`src/rtl/execute_pkg.sv`:
```
// Shared definitions for the execute stage: ALU opcodes, ctrl bit positions and
// the single-cycle ALU function. Divider selection is controlled by MULDIV_ITER_EN.
package execute_pkg;

    localparam int DIV_CYCLES_DEFAULT = 32;

    typedef enum logic [4:0] {
        ALU_ADD = 5'd0,
        ALU_SUB = 5'd1,
        ALU_MUL = 5'd2,
        ALU_DIV = 5'd3,
        ALU_MOD = 5'd4,
        ALU_CMP = 5'd5,
        ALU_AND = 5'd6,
        ALU_OR  = 5'd7,
        ALU_NOT = 5'd8,
        ALU_MOV = 5'd9,
        ALU_LSL = 5'd10,
        ALU_LSR = 5'd11,
        ALU_ASR = 5'd12
    } alu_op_e;

    // ctrl = {isst,isld,isbeq,isbgt,isret,isimmediate,iswb,isubranch,iscall}
    localparam int CTRL_CALL    = 0;
    localparam int CTRL_UBRANCH = 1;
    localparam int CTRL_WB      = 2;
    localparam int CTRL_IMM     = 3;
    localparam int CTRL_RET     = 4;
    localparam int CTRL_BGT     = 5;
    localparam int CTRL_BEQ     = 6;
    localparam int CTRL_LD      = 7;
    localparam int CTRL_ST      = 8;

    // cmp, div, mod and unassigned codes all produce 0 here; div/mod are
    // overridden by the divider when it is built in.
    function automatic logic [31:0] alu_compute(input logic [4:0]  op,
                                                input logic [31:0] a,
                                                input logic [31:0] b);
        logic [31:0] res;
        res = 32'h0;
        case (op)
            ALU_ADD: res = a + b;
            ALU_SUB: res = a - b;
            ALU_MUL: res = a * b;
            ALU_AND: res = a & b;
            ALU_OR:  res = a | b;
            ALU_NOT: res = ~b;
            ALU_MOV: res = b;
            ALU_LSL: res = a << b[4:0];
            ALU_LSR: res = a >> b[4:0];
            ALU_ASR: res = $signed(a) >>> b[4:0];
            default: res = 32'h0;
        endcase
        return res;
    endfunction

endpackage

```
`src/rtl/iter_divider.sv`:
```
// Signed restoring divider on magnitudes, one quotient bit per iteration. The final
// iteration is combinational, so done/quotient/remainder are valid DIV_CYCLES edges after start.
module iter_divider
    import execute_pkg::*;
#(
    parameter int DIV_CYCLES = DIV_CYCLES_DEFAULT
) (
    input  logic               clk,
    input  logic               rst,
    input  logic               start,
    input  logic signed [31:0] dividend,
    input  logic signed [31:0] divisor,
    output logic               done,
    output logic        [31:0] quotient,
    output logic        [31:0] remainder
);

    localparam int            CW   = $clog2(DIV_CYCLES + 1);
    localparam logic [CW-1:0] LAST = CW'(DIV_CYCLES - 1);

    logic          busy_q;
    logic [CW-1:0] cnt_q;
    logic [31:0]   rem_q;
    logic [31:0]   quo_q;
    logic [31:0]   dsr_q;
    logic [31:0]   dvd_q;
    logic          neg_q_q;
    logic          neg_r_q;
    logic          dz_q;

    logic [32:0]   shifted;
    logic [32:0]   diff;
    logic [31:0]   rem_step;
    logic [31:0]   quo_step;

    always_comb begin
        shifted  = {rem_q, quo_q[31]};
        diff     = shifted - {1'b0, dsr_q};
        rem_step = diff[32] ? shifted[31:0] : diff[31:0];
        quo_step = {quo_q[30:0], ~diff[32]};
    end

    // NOTE: the datapath registers are reset as well, so an aborted division leaves no stale operands.
    always_ff @(posedge clk or posedge rst) begin
        if (rst) begin
            busy_q  <= 1'b0;
            cnt_q   <= '0;
            rem_q   <= '0;
            quo_q   <= '0;
            dsr_q   <= '0;
            dvd_q   <= '0;
            neg_q_q <= 1'b0;
            neg_r_q <= 1'b0;
            dz_q    <= 1'b0;
        end else if (start) begin
            busy_q  <= 1'b1;
            cnt_q   <= '0;
            rem_q   <= '0;
            quo_q   <= dividend[31] ? 32'(-dividend) : dividend;
            dsr_q   <= divisor[31] ? 32'(-divisor) : divisor;
            neg_q_q <= dividend[31] ^ divisor[31];
            neg_r_q <= dividend[31];
            dz_q    <= (divisor == 32'sd0);
            dvd_q   <= dividend;
        end else if (busy_q && (cnt_q != LAST)) begin
            rem_q <= rem_step;
            quo_q <= quo_step;
            cnt_q <= cnt_q + CW'(1);
        end
    end

    // done stays high with a stable result until the next start.
    assign done      = busy_q && (cnt_q == LAST);
    assign quotient  = dz_q ? 32'hFFFF_FFFF : (neg_q_q ? -quo_step : quo_step);
    assign remainder = dz_q ? dvd_q : (neg_r_q ? -rem_step : rem_step);

endmodule

```
`src/rtl/execute_unit.sv`:
```
// Execute stage: ALU, flag and branch resolution, EX/MA pipeline register.
// Define MULDIV_ITER_EN to run div/mod on the iterative divider; otherwise they return 0 in one cycle.
module execute_unit
    import execute_pkg::*;
#(
    parameter int DIV_CYCLES = DIV_CYCLES_DEFAULT
) (
    input  logic        clk,
    input  logic        rst,
    input  logic        in_valid,
    input  logic [31:0] instruction,
    input  logic [31:0] pc_current,
    input  logic [31:0] branchtarget,
    input  logic [31:0] op1,
    input  logic [31:0] op2,
    input  logic [31:0] immx,
    input  logic [4:0]  alusignal,
    input  logic [8:0]  ctrl,
    input  logic        ma_stall,
    output logic        in_ready,
    output logic        out_valid,
    output logic [31:0] aluresult,
    output logic [31:0] out_op2,
    output logic [31:0] out_pc,
    output logic [31:0] out_instruction,
    output logic [3:0]  out_ctrl,
    output logic        branch_taken,
    output logic [31:0] branchpc,
    output logic        flag_e,
    output logic        flag_gt
);

    logic        out_valid_q, out_valid_d;
    logic [31:0] aluresult_q, aluresult_d;
    logic [31:0] out_op2_q, out_op2_d;
    logic [31:0] out_pc_q, out_pc_d;
    logic [31:0] out_instruction_q, out_instruction_d;
    logic [3:0]  out_ctrl_q, out_ctrl_d;
    logic        branch_taken_q, branch_taken_d;
    logic [31:0] branchpc_q, branchpc_d;
    logic        flag_e_q, flag_e_d;
    logic        flag_gt_q, flag_gt_d;

    logic [31:0] b_operand;
    logic        take_branch;

    assign b_operand   = ctrl[CTRL_IMM] ? immx : op2;
    assign take_branch = ctrl[CTRL_UBRANCH] | (ctrl[CTRL_BEQ] & flag_e_q) | (ctrl[CTRL_BGT] & flag_gt_q);

`ifdef MULDIV_ITER_EN
    typedef enum logic {ST_IDLE, ST_DIV} state_e;

    state_e      state_q, state_d;
    logic        is_mod_q, is_mod_d;
    logic        pend_taken_q, pend_taken_d;
    logic        is_divmod;
    logic        div_start;
    logic        div_done;
    logic [31:0] div_quotient;
    logic [31:0] div_remainder;

    assign is_divmod = (alusignal == ALU_DIV) || (alusignal == ALU_MOD);
    assign in_ready  = !ma_stall && (state_q == ST_IDLE);
    assign div_start = in_valid && in_ready && is_divmod;

    iter_divider #(.DIV_CYCLES(DIV_CYCLES)) u_divider (
        .clk       (clk),
        .rst       (rst),
        .start     (div_start),
        .dividend  (op1),
        .divisor   (b_operand),
        .done      (div_done),
        .quotient  (div_quotient),
        .remainder (div_remainder)
    );

    always_ff @(posedge clk or posedge rst) begin
        if (rst) begin
            state_q      <= ST_IDLE;
            is_mod_q     <= 1'b0;
            pend_taken_q <= 1'b0;
        end else begin
            state_q      <= state_d;
            is_mod_q     <= is_mod_d;
            pend_taken_q <= pend_taken_d;
        end
    end
`else
    localparam int unused_div_cycles = DIV_CYCLES;

    assign in_ready = !ma_stall;
`endif

    always_comb begin
        // NOTE: every _d starts from its _q, so no path through this block can infer a latch.
        out_valid_d       = out_valid_q;
        aluresult_d       = aluresult_q;
        out_op2_d         = out_op2_q;
        out_pc_d          = out_pc_q;
        out_instruction_d = out_instruction_q;
        out_ctrl_d        = out_ctrl_q;
        branch_taken_d    = branch_taken_q;
        branchpc_d        = branchpc_q;
        flag_e_d          = flag_e_q;
        flag_gt_d         = flag_gt_q;
`ifdef MULDIV_ITER_EN
        state_d           = state_q;
        is_mod_d          = is_mod_q;
        pend_taken_d      = pend_taken_q;
`endif
        if (in_ready) begin
            out_valid_d    = 1'b0;
            branch_taken_d = 1'b0;
            if (in_valid) begin
                out_valid_d       = 1'b1;
                aluresult_d       = alu_compute(alusignal, op1, b_operand);
                branch_taken_d    = take_branch;
                out_op2_d         = op2;
                out_pc_d          = pc_current;
                out_instruction_d = instruction;
                out_ctrl_d        = {ctrl[CTRL_ST], ctrl[CTRL_LD], ctrl[CTRL_WB], ctrl[CTRL_CALL]};
                branchpc_d        = ctrl[CTRL_RET] ? op1 : branchtarget;
                if (alusignal == ALU_CMP) begin
                    flag_e_d  = (op1 == b_operand);
                    flag_gt_d = $signed(op1) > $signed(b_operand);
                end
`ifdef MULDIV_ITER_EN
                // Result and redirect are withheld until the divider finishes.
                if (is_divmod) begin
                    out_valid_d    = 1'b0;
                    branch_taken_d = 1'b0;
                    aluresult_d    = aluresult_q;
                    pend_taken_d   = take_branch;
                    is_mod_d       = (alusignal == ALU_MOD);
                    state_d        = ST_DIV;
                end
`endif
            end
        end
`ifdef MULDIV_ITER_EN
        if ((state_q == ST_DIV) && div_done && !ma_stall) begin
            out_valid_d    = 1'b1;
            aluresult_d    = is_mod_q ? div_remainder : div_quotient;
            branch_taken_d = pend_taken_q;
            state_d        = ST_IDLE;
        end
`endif
    end

    // NOTE: sequential state uses non-blocking assignments so every register samples pre-edge values.
    always_ff @(posedge clk or posedge rst) begin
        if (rst) begin
            out_valid_q       <= 1'b0;
            aluresult_q       <= '0;
            out_op2_q         <= '0;
            out_pc_q          <= '0;
            out_instruction_q <= '0;
            out_ctrl_q        <= '0;
            branch_taken_q    <= 1'b0;
            branchpc_q        <= '0;
            flag_e_q          <= 1'b0;
            flag_gt_q         <= 1'b0;
        end else begin
            out_valid_q       <= out_valid_d;
            aluresult_q       <= aluresult_d;
            out_op2_q         <= out_op2_d;
            out_pc_q          <= out_pc_d;
            out_instruction_q <= out_instruction_d;
            out_ctrl_q        <= out_ctrl_d;
            branch_taken_q    <= branch_taken_d;
            branchpc_q        <= branchpc_d;
            flag_e_q          <= flag_e_d;
            flag_gt_q         <= flag_gt_d;
        end
    end

    assign out_valid       = out_valid_q;
    assign aluresult       = aluresult_q;
    assign out_op2         = out_op2_q;
    assign out_pc          = out_pc_q;
    assign out_instruction = out_instruction_q;
    assign out_ctrl        = out_ctrl_q;
    assign branch_taken    = branch_taken_q;
    assign branchpc        = branchpc_q;
    assign flag_e          = flag_e_q;
    assign flag_gt         = flag_gt_q;

endmodule

```
`config.mk`:
```
export PLATFORM = sky130hd
export DESIGN_NAME = execute_unit
export DESIGN_NICKNAME = d
export VERILOG_FILES = /design/src/rtl/execute_pkg.sv /design/src/rtl/iter_divider.sv /design/src/rtl/execute_unit.sv
export SDC_FILE = /design/constraint.sdc
export NUM_CORES = 2
export LEC_CHECK = 0
export ABC_AREA = 1
export CELL_PAD_IN_SITES_DETAIL_PLACEMENT = 2
export CELL_PAD_IN_SITES_GLOBAL_PLACEMENT = 2
export CORE_UTILIZATION = 36
export CTS_CLUSTER_DIAMETER = 80
export CTS_CLUSTER_SIZE = 8
export DETAILED_ROUTE_END_ITERATION = 7
export PLACE_DENSITY = 0.91
export SETUP_SLACK_MARGIN = 0.2
export SLEW_MARGIN = 25
export SYNTH_ARGS = -nofsm -noshare
export SYNTH_HDL_FRONTEND = slang
export SYNTH_SLANG_ARGS = --single-unit
```
`constraint.sdc`:
```
create_clock -name clk -period 10.54 [get_ports clk]
set_input_delay 2.635 -clock clk [delete_from_list [all_inputs] [get_ports clk]]
set_output_delay 2.635 -clock clk [all_outputs]
set_load 0.02 [all_outputs]
```
==> results of run 1 <==
repair_timing:
item                       CTS
gates resized for setup     10
buffers inserted             3
setup endpoints to repair    4
pin swaps                    1
hold buffers                 0
logic make-up after synthesis:
group                      count (synthesis)  synth area share (%)
buffers and inverters                    934                  11.6
adders and majority gates                630                  34.8
AOI/OAI and AO/OA                        730                  13.5
and+or+nand+nor                         2035                  25.7
DFF                                      168                  13.3
xor gates and xnor gates                  20                 0.556
muxes                                     17                 0.540
per-layer routing:
| layer | GRT overflow | track usage, % |
|---|---|---|
| met5 | 1 | 38.4 |
| met4 | 64 | 69.7 |
| met3 | 8 | 59.4 |
| met2 | 75 | 89.7 |
| met1 | 3 | 72.3 |
cell usage after synthesis, drive strengths merged, types with 2 or more instances:
| library cell | number | area (sq um) |
|---|---|---|
| nand2 | 1292 | 4900 |
| inv | 699 | 2620 |
| nor2 | 505 | 1900 |
| fa | 410 | 8210 |
| o21ai | 351 | 1830 |
| ha | 220 | 2750 |
| a21oi | 180 | 901 |
| dfrtp | 168 | 4200 |
| nand3 | 152 | 761 |
| clkbuf | 141 | 531 |
| buf | 83 | 475 |
| o211ai | 66 | 495 |
| o22ai | 29 | 181 |
| nand4 | 28 | 175 |
| nor3 | 19 | 100 |
| or2 | 18 | 113 |
| mux2i | 17 | 170 |
| a31oi | 15 | 93.8 |
| o21bai | 14 | 105 |
| a221oi | 13 | 114 |
| xor2 | 12 | 105 |
| clkinv | 11 | 41.3 |
| nor4 | 11 | 68.8 |
| o2111ai | 11 | 96.3 |
| a211oi | 9 | 67.6 |
| xnor2 | 8 | 70.1 |
| o31ai | 7 | 57.6 |
| a21o | 6 | 45.0 |
| nand3b | 6 | 45.0 |
| o221ai | 6 | 52.6 |
| a21boi | 5 | 37.5 |
| o21a | 4 | 30.0 |
| a31o | 2 | 17.5 |
| a32o | 2 | 20.0 |
| and2 | 2 | 12.5 |
| nor3b | 2 | 20.0 |
| o311ai | 2 | 17.5 |
through the flow:
step | cells | hold slack [ns]
floorplan | 4534 | 0.583
global placement | 6039 | 0.461
detailed placement | 6039 | 0.474
CTS | 6073 | 0.493
==> metrics.md, run 1 <==
| Metric | Value |
|---|---|
| Die width | 298 um |
| Die Span Y | 298 um |
| Cells after synthesis | 4534 |
| GPL Wtd Cong | 1.05 |
| Area post-placement | 37300 sq um |
| Cts bufs inserted | 17 |
| Pre-CTS setup slack | -0.455 ns |
| GR Overflow Total | 151 |
| Mapped Area | 31500 sq um |
| Pin count of the biggest net entering global routing | 97 |
| GRT Total Usage | 73.1% |
| Avg Synthesized Cell Area | 6.95 sq um |
| Sequential share of the synthesized area | 13.3% |
| Post-detail-place hpwl | 175000 um |
| Worst Endpoint after GRT Repair | aluresult[27]$_DFFE_PP0P_/D |
| Failing step | 5_1_grt |
| # rows | 108 |
| Synth warn | 0 |
| Initial antenna violation count | 65 |
| Worst ep type | register input |
| Port Buffers | 378 |
| Tool error | [ERROR GRT-0232] Routing congestion too high. Check the congestion heatmap in the GUI. |
| Max clock buf depth | 2 |
| Most used DFF post-synth | dfrtp_1 |
| Outcome | did not finish |
| Ys async rst share | 100% |
| Starting Density | 36.3% |
| Clock Root Buffer | clkbuf_16 |
| Post-synth cell types | 62 |
| Syn_nets | 5374 |
| TritonCTS Sinks | 168 |
| I/O pin count | 379 |
| FF+latch count, synth | 168 |
| H-Tree Depth | 4 |
| Number of flops mapped to enable cells by yosys | 0 |
==> inputs of run 2 (changes only) <==
Settings changed: CELL_PAD_IN_SITES_DETAIL_PLACEMENT 2 to unset, CELL_PAD_IN_SITES_GLOBAL_PLACEMENT 2 to unset, CORE_UTILIZATION 36 to 40, CTS_CLUSTER_DIAMETER 80 to unset, CTS_CLUSTER_SIZE 8 to unset, PLACE_DENSITY 0.91 to unset, PLACE_DENSITY_LB_ADDON set to 0.15, SETUP_SLACK_MARGIN 0.2 to unset.
==> run 2 against run 1 <==
Against the previous run:
- the run now ends clean
- synthesized area unchanged
- synthesized cell count unchanged
==> metrics.md, run 2 <==
| Metric | Value |
|---|---|
| Most used DFF post-synth | dfrtp_1 |
| Crit path top cell by count | fa_1 |
| Setup crit end | aluresult[31] |
| Final period util | 97.9% |
| Pre-CTS setup slack | -0.0659 ns |
| Final Setup Violations | 0 |
| Starting Density | 40.6% |
| DRC violations left | 0 |
| Port Buffers | 378 |
| Slew @ Worst Pin | 1.19 ns |
| Inst Count DP | 5927 |
| Avg Synthesized Cell Area | 6.95 sq um |
| Initial antenna violation count | 9 |
| Critical R2R Capture | branch_taken |
| Top cell type's share of synthesized area | 26.0% |
| Final instance area | 37800 sq um |
| Final min period | 10.32 ns |
| Worst r2r src | flag_e |
| Area Overhead vs Synth | 20.0% |
| H-Tree Depth | 4 |
| Most frequent cells in the layout | nand2_1, inv_1, nor2_1 |
| Number of flops mapped to enable cells by yosys | 0 |
| Cells after synthesis | 4534 |
| Synth warn | 0 |
| RSZ-0062 raised after global routing | false |
| First-pass GRT wire length | 230000 um |
| Most frequent cell after synthesis | nand2_1 |
| Sequential share of the synthesized area | 13.3% |
| Post-synth top area cell | fa_1 |
| Cts hold-fix bufs | 0 |
| Syn_nets | 5374 |
| Antenna Violating Nets Remaining | 0 |
| Area post-placement | 37200 sq um |
| Clk slew on worst S/H paths | 0.07 ns |
| Most common cell after layout, fill and taps aside | nand2_1 |
| Core Area | 77700 sq um |
| DR iter-0 viols | 3611 |
| DR WL/cell | 27.1 um |
| Non-Filler Instances | 5966 |
| Crit path from | op2[21] |
| Mapped Area | 31500 sq um |
| FF+latch count, synth | 168 |
| Share of cells above drive strength 1 | 6.16% |
| Max clock buf depth | 2 |
| CTS tree | done |
| Cts bufs inserted | 17 |
| Largest cells by area after synthesis | fa_1, nand2_1, dfrtp_1, ha_1, inv_1 |
| Die Span Y | 283 um |
| Fmax | 96.9 MHz |
| Cell depth of the worst flop-to-flop path | 2 |
| Post-detail-place hpwl | 134000 um |
| Crit end category | flip-flop |
| Type of the worst setup path | in2reg |
| CP Launch Type | primary input |
| Fin. Hold Viols | 0 |
| WL final | 161000 um |
| Final #Nets | 5746 |
| Slowest CP cell | nor2_1 |
| # rows | 102 |
| Reg-to-reg setup timing slack | 9.16 ns |
| Worst Path Arrival | 10.74 ns |
| Setup Skew | 0.00444 ns |
| Post-synth cell types | 62 |
| TritonCTS Sinks | 168 |
| Fin. max-slew vios | 0 |
| I/O pin count | 379 |
| Outcome | complete, no violations |
| Commonest cells post-synth | nand2_1, inv_1, nor2_1 |
| Via density | 5.57 |
| Hold Crit Class | reg2reg |
| GR Overflow Total | 0 |
| Vias in the first global route | 32400 |
| Pin count of the biggest net entering global routing | 171 |
| GPL Wtd Cong | 1.03 |
| Clock Latency Late Sink | 0.49 ns |
| Vias | 33200 |
| GRT Total Usage | 40.8% |
| DRT Pass-1 Iters | 7 |
| Slowest stage delay, CP | 0.69 ns |
| Worst slew margin | 19.8% |
| Setup ws final | 0.221 ns |
| Clock Root Buffer | clkbuf_16 |
| Required @ worst endpoint | 10.97 ns |
| Die width | 283 um |
| Fillers | 7973 |
| Post-cts resize count | 0 |
| CP max FO | 8 |
| Max Cap Violations | 0 |
| Ys async rst share | 100% |
| Die footprint | 79900 sq um |
| Post-CTS Setup Bufs | 0 |
==> run 2: cell counts after synthesis <==
Identical to the previous run, type by type.
==> run 2: how the worst min path moves through the flow <==
stage	start	to	slack, ns	cells after the start
finish	out_instruction[31]	out_instruction[31]	0.48	2
global route	out_instruction[4]	out_instruction[4]	0.50	2
CTS	out_pc[18]	out_pc[18]	0.48	2
detailed placement	out_instruction[21]	out_instruction[21]	0.46	2
global placement	out_pc[5]	out_pc[5]	0.46	2
floorplan	out_valid	out_valid	0.58	2
==> run 2: cell families after synthesis <==
group           synth area share, %
simple gates                   25.7
buf+inv                        11.6
compound gates                 13.5
fa+ha+maj                      34.8
flops                          13.3
xor+xnor                      0.556
mux                           0.540
==> run 2: metrics by stage <==
stage | TNS [ns] | util, % | hold WS (ns)
2_1_floorplan | 0 | - | 0.583
6_report | 0 | 48.7 | 0.479
4_1_cts | 0 | 48.6 | 0.485
5_1_grt | 0 | 48.7 | 0.500
3_3_place_gp | -0.0784 | 47.8 | 0.461
3_5_place_dp | -0.123 | 47.8 | 0.464
==> run 2: layer usage <==
| metal | track usage [%] | share of wire (%) |
|---|---|---|
| met1 | 53.5 | 40 |
| met2 | 60.5 | 42 |
| met4 | 21.7 | 6.2 |
| met5 | 0 | 0 |
| met3 | 11.7 | 11 |
==> run 2: final cells by class <==
cell class              count  area (sq um)  area share, %
diodes                      7          17.5         0.0463
clock buffers              17           425           1.12
clock inverters            15           218          0.576
inverters                 710          2670           7.07
multi-input cells        3432         23700           62.6
flip-flops and latches    168          4200           11.1
well taps                1040          1300           3.44
repair buffers            577          5310           14.0
==> run 2: critical path: cells and delay by family <==
kind	cells	cell delay, ns
AO/OA/AOI/OAI	2	0.57
adder cells (fa/ha/maj)	9	4.33
buffers and inverters	8	1.47
AND/OR/NAND/NOR	9	1.72
Power of run 2 is left out: the tool's default activity adds up to more than one toggle a clock period on the data nets, which glitch-free logic cannot reach.
